## src/rtl/tape_rec.sv

```systemverilog
// rtl/tape_rec.sv - cassette tape recorder capture: period decode, deframe, write to buffer RAM
// Optional macro TAPE_REC_GLITCH_FILTER_EN adds a 4-ce-strobe level filter on cass_in.
module tape_rec #(
    parameter logic [15:0] THRESH  = 16'd1400,
    parameter logic [15:0] MIN_PER = 16'd100,
    parameter logic [15:0] TIMEOUT = 16'd20000
) (
    input  logic        clk,
    input  logic        reset_n,
    input  logic        ce,
    input  logic        arm,
    input  logic        cass_in,
    output logic        wr_en,
    output logic [15:0] wr_addr,
    output logic [7:0]  wr_data,
    output logic [15:0] length,
    output logic        busy,
    output logic        done,
    output logic        overflow,
    output logic        framing_err
);

    localparam logic [1:0] ST_IDLE = 2'd0;
    localparam logic [1:0] ST_SYNC = 2'd1;
    localparam logic [1:0] ST_RUN  = 2'd2;
    localparam logic [1:0] ST_DONE = 2'd3;

    localparam logic [1:0] DF_HUNT  = 2'd0;
    localparam logic [1:0] DF_DATA  = 2'd1;
    localparam logic [1:0] DF_STOP1 = 2'd2;
    localparam logic [1:0] DF_STOP2 = 2'd3;

    logic        sync1, sync2;
    logic        edge_rise;
    logic [15:0] cnt;
    logic [1:0]  state;
    logic [1:0]  dstate;
    logic [2:0]  bit_cnt;
    logic [7:0]  shreg;
    logic [15:0] len_q;
    logic        arm_q;

    always_ff @(posedge clk or negedge reset_n) begin
        if (!reset_n) begin
            sync1 <= 1'b0;
            sync2 <= 1'b0;
        end else begin
            sync1 <= cass_in;
            sync2 <= sync1;
        end
    end

`ifdef TAPE_REC_GLITCH_FILTER_EN
    // A new level must persist for 4 consecutive ce strobes before it is adopted.
    logic       filt_lvl, filt_prev;
    logic [1:0] filt_cnt;

    always_ff @(posedge clk or negedge reset_n) begin
        if (!reset_n) begin
            filt_lvl  <= 1'b0;
            filt_prev <= 1'b0;
            filt_cnt  <= 2'd0;
        end else begin
            filt_prev <= filt_lvl;
            if (sync2 == filt_lvl) begin
                filt_cnt <= 2'd0;
            end else if (ce) begin
                if (filt_cnt == 2'd3) begin
                    filt_lvl <= sync2;
                    filt_cnt <= 2'd0;
                end else begin
                    filt_cnt <= filt_cnt + 2'd1;
                end
            end
        end
    end

    assign edge_rise = filt_lvl & ~filt_prev;
`else
    logic sync3;

    always_ff @(posedge clk or negedge reset_n) begin
        if (!reset_n) sync3 <= 1'b0;
        else          sync3 <= sync2;
    end

    assign edge_rise = sync2 & ~sync3;
`endif

    logic arm_rise, run_edge, sync_edge, timeout, cnt_clr, bit_val;

    assign arm_rise  = arm & ~arm_q;
    assign sync_edge = (state == ST_SYNC) && arm && edge_rise;
    assign run_edge  = (state == ST_RUN) && arm && edge_rise && (cnt >= MIN_PER);
    // An accepted edge in the same clk as the timeout takes priority.
    assign timeout   = (state == ST_RUN) && arm && !run_edge && (cnt >= TIMEOUT);
    assign cnt_clr   = sync_edge || run_edge || ((state == ST_IDLE) && arm_rise);
    assign bit_val   = (cnt < THRESH);

    always_ff @(posedge clk or negedge reset_n) begin
        if (!reset_n)                        cnt <= 16'd0;
        else if (cnt_clr)                    cnt <= 16'd0;
        else if (ce && (cnt != 16'hFFFF))    cnt <= cnt + 16'd1;
    end

    always_ff @(posedge clk or negedge reset_n) begin
        if (!reset_n) begin
            // arm_q starts high so a reset release with arm already high is not a rise
            arm_q       <= 1'b1;
            state       <= ST_IDLE;
            dstate      <= DF_HUNT;
            bit_cnt     <= 3'd0;
            shreg       <= 8'd0;
            wr_en       <= 1'b0;
            wr_addr     <= 16'd0;
            wr_data     <= 8'd0;
            len_q       <= 16'd0;
            done        <= 1'b0;
            overflow    <= 1'b0;
            framing_err <= 1'b0;
        end else begin
            arm_q <= arm;
            wr_en <= 1'b0;
            case (state)
                ST_IDLE: begin
                    if (arm_rise) begin
                        len_q       <= 16'd0;
                        overflow    <= 1'b0;
                        framing_err <= 1'b0;
                        done        <= 1'b0;
                        dstate      <= DF_HUNT;
                        state       <= ST_SYNC;
                    end
                end
                ST_SYNC: begin
                    if (!arm)           state <= ST_IDLE;
                    else if (edge_rise) state <= ST_RUN;
                end
                ST_RUN: begin
                    if (!arm) begin
                        state <= ST_IDLE;
                    end else if (run_edge) begin
                        case (dstate)
                            DF_HUNT: begin
                                if (!bit_val) begin
                                    dstate  <= DF_DATA;
                                    bit_cnt <= 3'd0;
                                end
                            end
                            DF_DATA: begin
                                shreg   <= {shreg[6:0], bit_val};
                                bit_cnt <= bit_cnt + 3'd1;
                                if (bit_cnt == 3'd7) dstate <= DF_STOP1;
                            end
                            DF_STOP1: begin
                                if (bit_val) begin
                                    dstate <= DF_STOP2;
                                end else begin
                                    framing_err <= 1'b1;
                                    dstate      <= DF_HUNT;
                                end
                            end
                            default: begin
                                dstate <= DF_HUNT;
                                if (!bit_val) begin
                                    framing_err <= 1'b1;
                                end else if (len_q == 16'hFFFF) begin
                                    overflow <= 1'b1;
                                end else begin
                                    wr_en   <= 1'b1;
                                    wr_addr <= len_q;
                                    wr_data <= shreg;
                                    len_q   <= len_q + 16'd1;
                                end
                            end
                        endcase
                    end else if (timeout) begin
                        state <= ST_DONE;
                        done  <= 1'b1;
                    end
                end
                default: begin
                    if (!arm) state <= ST_IDLE;
                end
            endcase
        end
    end

    assign busy   = (state == ST_SYNC) || (state == ST_RUN);
    assign length = len_q;

endmodule

```

## config.mk

```make
export PLATFORM = sky130hd
export DESIGN_NAME = tape_rec
export DESIGN_NICKNAME = d
export VERILOG_FILES = /design/src/rtl/tape_rec.sv
export SDC_FILE = /design/constraint.sdc
export NUM_CORES = 1
export LEC_CHECK = 0
export CAP_MARGIN = 30
export CORE_UTILIZATION = 41
export CTS_BUF_LIST = sky130_fd_sc_hd__clkbuf_2
export DETAILED_ROUTE_END_ITERATION = 8
export PLACE_DENSITY = 0.6
export SETUP_SLACK_MARGIN = 0.15
export SLEW_MARGIN = 5
export SYNTH_ARGS = -nofsm -noshare
export SYNTH_HDL_FRONTEND = slang
export SYNTH_SLANG_ARGS = --single-unit
export TNS_END_PERCENT = 20
```

## constraint.sdc

```tcl
create_clock -name clk -period 2.8 [get_ports clk]
set_input_delay 0.7 -clock clk [delete_from_list [all_inputs] [get_ports clk]]
set_output_delay 0.7 -clock clk [all_outputs]
set_load 0.1 [all_outputs]
```

## Word level (Yosys, flattened, before mapping)

Cells that the tools add are included.

| word-level totals | value |
|---|---|
| bits in registers | 79 |
| output and inout port bits | 45 |

| cells by class | value |
|---|---|
| add/sub/neg operators | 3 |
| order comparisons | 3 |
| equality and inequality tests | 25 |
| mux-type cells | 49 |
| bitwise operators | 6 |
| reductions and logical operators | 29 |

Operators by type and width:

| operator | number |
|---|---|
| $mux W16 | 8 |
| $add A16 B1 Y16 const B | 2 |
| $pmux W16 S2 | 1 |
| $mux W2 | 13 |
| $ne A2 B2 Y1 const B | 12 |
| $mux W1 | 19 |
| $reduce_and A6 Y1 | 3 |
| $eq A16 B16 Y1 const B | 1 |
| $ge A16 B15 Y1 const B | 1 |
| $ge A16 B7 Y1 const B | 1 |
| $lt A16 B11 Y1 const B | 1 |
| $ne A16 B16 Y1 const B | 1 |
| $ne A3 B3 Y1 const B | 5 |
| $reduce_and A5 Y1 | 3 |
| $reduce_and A7 Y1 | 2 |
| $pmux W2 S3 | 2 |
| $logic_and A1 B1 Y1 | 9 |
| $pmux W1 S2 | 3 |
| $pmux W3 S2 | 1 |
| $reduce_bool A2 Y1 | 3 |
| $eq A2 B1 Y1 const B | 2 |
| $eq A2 B2 Y1 const B | 2 |
| $logic_not A2 Y1 | 2 |
| $ne A4 B1 Y1 const B | 1 |
| 11 further kinds | 17 |

## Depth between registers and ports, before layout

Gate-level depths: netlist of the first run.

| depth | value |
|---|---|
| depth in word-level cells | 11 |
| depth in mapped cells | 10 |
| gate-level depth less buffers | 8 |

## Least setup slack after synthesis of the first run

OpenSTA, ideal clock, no wires.

| timing path | value |
|---|---|
| path kind | register -> register |
| from | reg len_q[0], in the netlist length[0] |
| to | reg len_q[2], in the netlist length[2] |
| data arrival time | 2717 ps |
| data required time | 2722 ps |
| slack | 6 ps |
| cell stages (with the launch flop) | 11 |
| clock period less this slack | 2794 ps |
| cells stage by stage | dfrtp_1 -> ha_1 -> nand3_1 -> nor2_1 -> and4_4 -> buf_6 -> o21a_4 -> buf_6 -> buf_2 -> o21ai_0 -> a21oi_1 |

| between the ends | value |
|---|---|
| cells in the longest elaborated chain, start to end | 7 |

Ends and longest elaborated chain:

| item | RTL line | text |
|---|---|---|
| start, declared | 40 | `logic [15:0] len_q;` |
| start signal, assigned | 173 | `len_q <= len_q + 16'd1;` |
| $add A16 B1 Y16 | 173 |  |
| $mux W16 | 167 | `end else if (len_q == 16'hFFFF) begin` |
| $mux W16 | 165 | `if (!bit_val) begin` |
| $mux W16 | 143 | `case (dstate)` |
| $mux W16 | 142 | `end else if (run_edge) begin` |
| $mux W16 | 140 | `if (!arm) begin` |
| $pmux W16 S2 | 124 | `case (state)` |

Several ways; a longest one is shown, not always the timed one. The select of a mux whose other input is x is not followed.
A chain may end at the register's enable or synchronous reset.

## Final worst setup path of the first run

| timing path | value |
|---|---|
| from | reg state[0] |
| to | reg wr_addr[11] |

| between the ends | value |
|---|---|
| cells in the longest elaborated chain, start to end | 5 |

Ends and longest elaborated chain:

| item | RTL line | text |
|---|---|---|
| start, declared | 36 | `logic [1:0] state;` |
| start signal, assigned | 110 | `state <= ST_IDLE;` |
| start signal, assigned | 132 | `state <= ST_SYNC;` |
| start signal, assigned | 136 | `if (!arm) state <= ST_IDLE;` |
| $eq A2 B2 Y1 * | 94, 124 |  |
| $logic_and A1 B1 Y1 (3 in series) | 94 | `assign run_edge = (state == ST_RUN) && arm && edge_rise && (cnt >= MIN_PER);` |
| $reduce_and A6 Y1 (no source line) * | - |  |
| end signal, assigned | 171 | `wr_addr <= len_q;` |
| end, declared | 14 | `output logic [15:0] wr_addr,` |

Mark *: on every way between the ends. The rest lies on a longest branch, timed or not.

==> impl_metrics.yaml, run 1 <==
die:
  dieArea_sq_mm: 0.009903
  die_x_um: 99.52
  placementRows: 35
  die_h_um: 99.52
  initial_core_util_pct: 42.19
  fp.coreArea_sq_mm: 0.009240
  ioPinCount: 50
yosys:
  syn-num-nets: 375
  synth_edf_count: 0
  synth_cells: 361
  yosys_warnings: 0
  synth-main-ff-cell: "dfrtp_1"
  ys_ff_latch: 79
  syn_area_per_cell_sq_um: 10.80
  syn-cell-area_sq_mm: 0.003899
  ys_types: 53
  async_flop_share_pct: 100.0
  ys_seq_area_share_pct: 50.74
global_routing:
  overflow: 0
  grtUsageTotal_pct: 17.32
  grt_pass1_vias: 2668
  grt_antenna_before_repair: 0
  grt_first_pass_wirelength_um: 13390
  grt_max_degree: 53
drt:
  routed_wl_um: 7933
  first_pass_iters: 4
  first_iter_violations: 81
  vias: 2905
  via_per_inst: 5.311
  wl_per_cell_um: 14.50
  route.detailed.drc: 0
  drtAntennaViolNets: 0
sta:
  finalClockSkew_ps: 35.10
  post-route-min-period_ps: 2411
  rsz0062_at_grt: "no"
  fmax_ghz: 0.4148
  slew_headroom_pct: 54.82
  finalSetupViolCount: 0
  slew_viol_final: 0
  tns_ps: 0
  hold_viol: 0
  finalCritPeriodShare_pct: 86.11
  worst_pin_slew_ps: 677.7
power:
  power_density_mw_per_mm2: 549.2
  combPwrFrac_pct: 24.9
  netSwitchingPower_mw: 0.9062
  p_int_mw: 1.609
  seq_power_share_pct: 49.5
  irDropWorstVdd_v: 0.0007163
  power_leakage_nw: 2.199
  swShare_pct: 36.02
  clockPowerShare_pct: 25.6
worst_setup_path:
  crit_arrival_ps: 2840
  worst_ep_required_time_ps: 3230
  worstSetupEndpointType: "flop"
  cp_max_fo: 22
  worstSetupPathType: "flop to flop"
  critPathLaunchType: "flop"
placed_design:
  io_buffers: 49
  gp_congestion: 0.7873
  dp_hpwl_um: 5440
clock_tree:
  root_buffer: "clkbuf_2"
  clockBufferDepth: 2
  ctsHoldBuffers: 0
  cts_tree: "yes"
  postCtsSetupBuffers: 0
  cts-htree-levels: 3
  clk_pin_slew_ps: 230
  cts.sinks: 79
  cts_buffers: 9
  cts_resized: 0
  clkLatencyLatePin_ps: 520
cells_and_area:
  syn_to_final_growth_pct: 17.49
  ff_latch_area_sq_mm: 0.001983
  nFillCells: 880
  multi_input_comb_area_sq_mm: 0.001774
  antenna_cells: 0
  postLayoutCoreUtil_pct: 49.57
  drive_above_1_share_pct: 27.51
  nets: 427
status:
  status: "completed"
run:
  cap_violations: 0
hold_path:
  holdCritPathClass: "input port to asynchronous set/reset pin"
==> power by group through the flow <==
stage | logic [mW] | clock network [mW] | registers, mW
floorplan | 0.441 | 0 | 1.29
global placement | 0.612 | 0 | 1.26
detailed placement | 0.630 | 0 | 1.27
CTS | 0.633 | 0.675 | 1.25
global route | 0.695 | 0.737 | 1.25
finish | 0.626 | 0.645 | 1.24
==> cells by family after synthesis <==
group | after synthesis | synth area share (%)
AND/OR/NAND/NOR | 127 | 18.13
flip-flops | 79 | 50.74
AO/OA/AOI/OAI | 63 | 10.78
multiplexers | 37 | 10.56
buffers and inverters | 32 | 3.755
XOR/XNOR | 14 | 3.145
adder cells (fa/ha/maj) | 9 | 2.888
==> metal layers <==
| layer | part of all wire, % | GRT usage [%] | up-vias | routed length, um |
|---|---|---|---|---|
| li1 | - | - | 1412 | - |
| met1 | 49 | 23.46 | 1427 | 3856 |
| met2 | 47 | 27.24 | 53 | 3707 |
| met3 | 3.3 | 4.076 | 13 | 259 |
| met4 | 1.4 | 6.222 | 0 | 109 |
| met5 | 0 | 0 | - | 0 |
==> cell usage in the layout, fill, tap and decap left out, drive strengths merged, types with 2 or more instances in the layout <==
master,instances
and4,3
and3,11
a21oi,16
nor4,6
nand3,20
clkdlybuf4s50,3
inv,14
mux2i,4
o21ai,14
or2,2
buf,59
mux2,33
o31ai,9
o21bai,2
xnor2,4
nand3b,3
nor2,27
o211ai,2
dfrtp,78
o21a,2
nand4,9
xor2,10
nor3,2
nor3b,4
clkbuf,9
nand2,19
a22o,3
clkinv,2
or4,9
or3,4
nand2b,2
nor2b,5
a31oi,4
ha,9
a41o,2
==> sequential cells by signal, indices dropped and copies added, names as in the netlist <==
| name | cells |
|---|---|
| wr_data | 8 |
| wr_addr | 16 |
| length | 16 |
| overflow | 1 |
| framing_err | 1 |
| dstate | 2 |
| state | 2 |
| wr_en | 1 |
| arm_q | 1 |
| done | 1 |
| bit_cnt | 3 |
| cnt | 16 |
| sync3 | 1 |
| shreg | 8 |
| sync2 | 1 |
| sync1 | 1 |
==> synth_stat cells (9+ instances only) <==
library cell | count | area (sq um)
xor2_1 | 10 | 87.58
inv_1 | 11 | 41.29
nor2_1 | 27 | 101.4
o31ai_1 | 9 | 67.56
o21ai_0 | 13 | 65.06
nand2_1 | 19 | 71.32
or4_1 | 9 | 67.56
nand4_1 | 9 | 56.30
ha_1 | 9 | 112.6
nand3_1 | 20 | 100.1
mux2_2 | 28 | 315.3
and3_1 | 9 | 56.30
a21oi_1 | 16 | 80.08
dfrtp_1 | 78 | 1952
clkbuf_1 | 14 | 52.55
==> metrics by stage <==
| stage | instances | total power, mW | worst slack (ps) | hold WS (ps) | cell area, sq um |
|---|---|---|---|---|---|
| floorplan | 361 | 1.728 | 128.1 | 331.2 | 3904 |
| global placement | 531 | 1.877 | 104.4 | 335.0 | 4458 |
| detailed placement | 531 | 1.896 | 65.71 | 338.1 | 4458 |
| CTS | 547 | 2.553 | 359.7 | 160.4 | 4581 |
| global route | 547 | 2.685 | 203.0 | 141.6 | 4581 |
| finish | 547 | 2.516 | 389.0 | 172.5 | 4581 |
==> critical path, stage by stage (launching register included) <==
cell,delay (ps)
dfrtp_1,460
inv_1,90
ha_1,450
o2111ai_2,360
nor4_4,390
buf_12,220
mux2_2,350
==> final timing paths <==
path,start,to,slack (ps),cells past startpoint
worst max-delay path,state[0],wr_addr[11],390,6
worst min-delay path,reset_n,wr_addr[9],170,1
worst max register to register,state[0],wr_addr[11],390,6
worst min register to register,sync2,sync3,360,0
max in group asynchronous,reset_n,arm_q,1970,2
min in group clk,sync2,sync3,360,0
==> final cells by class <==
cell class	instances	area share, %
clock inverter	7	1.694
timing repair buffer	62	10.87
sequential	79	43.29
tap	129	3.524
inverter	11	0.9014
clock buffer	9	0.9833
multi-input combinational	250	38.73
(Power assumes the default switching activity.)
==> run 2: changes to the inputs <==
Settings changed: SKIP_LAST_GASP from default to 1.
==> results of run 2 <==
Final layout, timing and power as in run 1 (identical DEF).
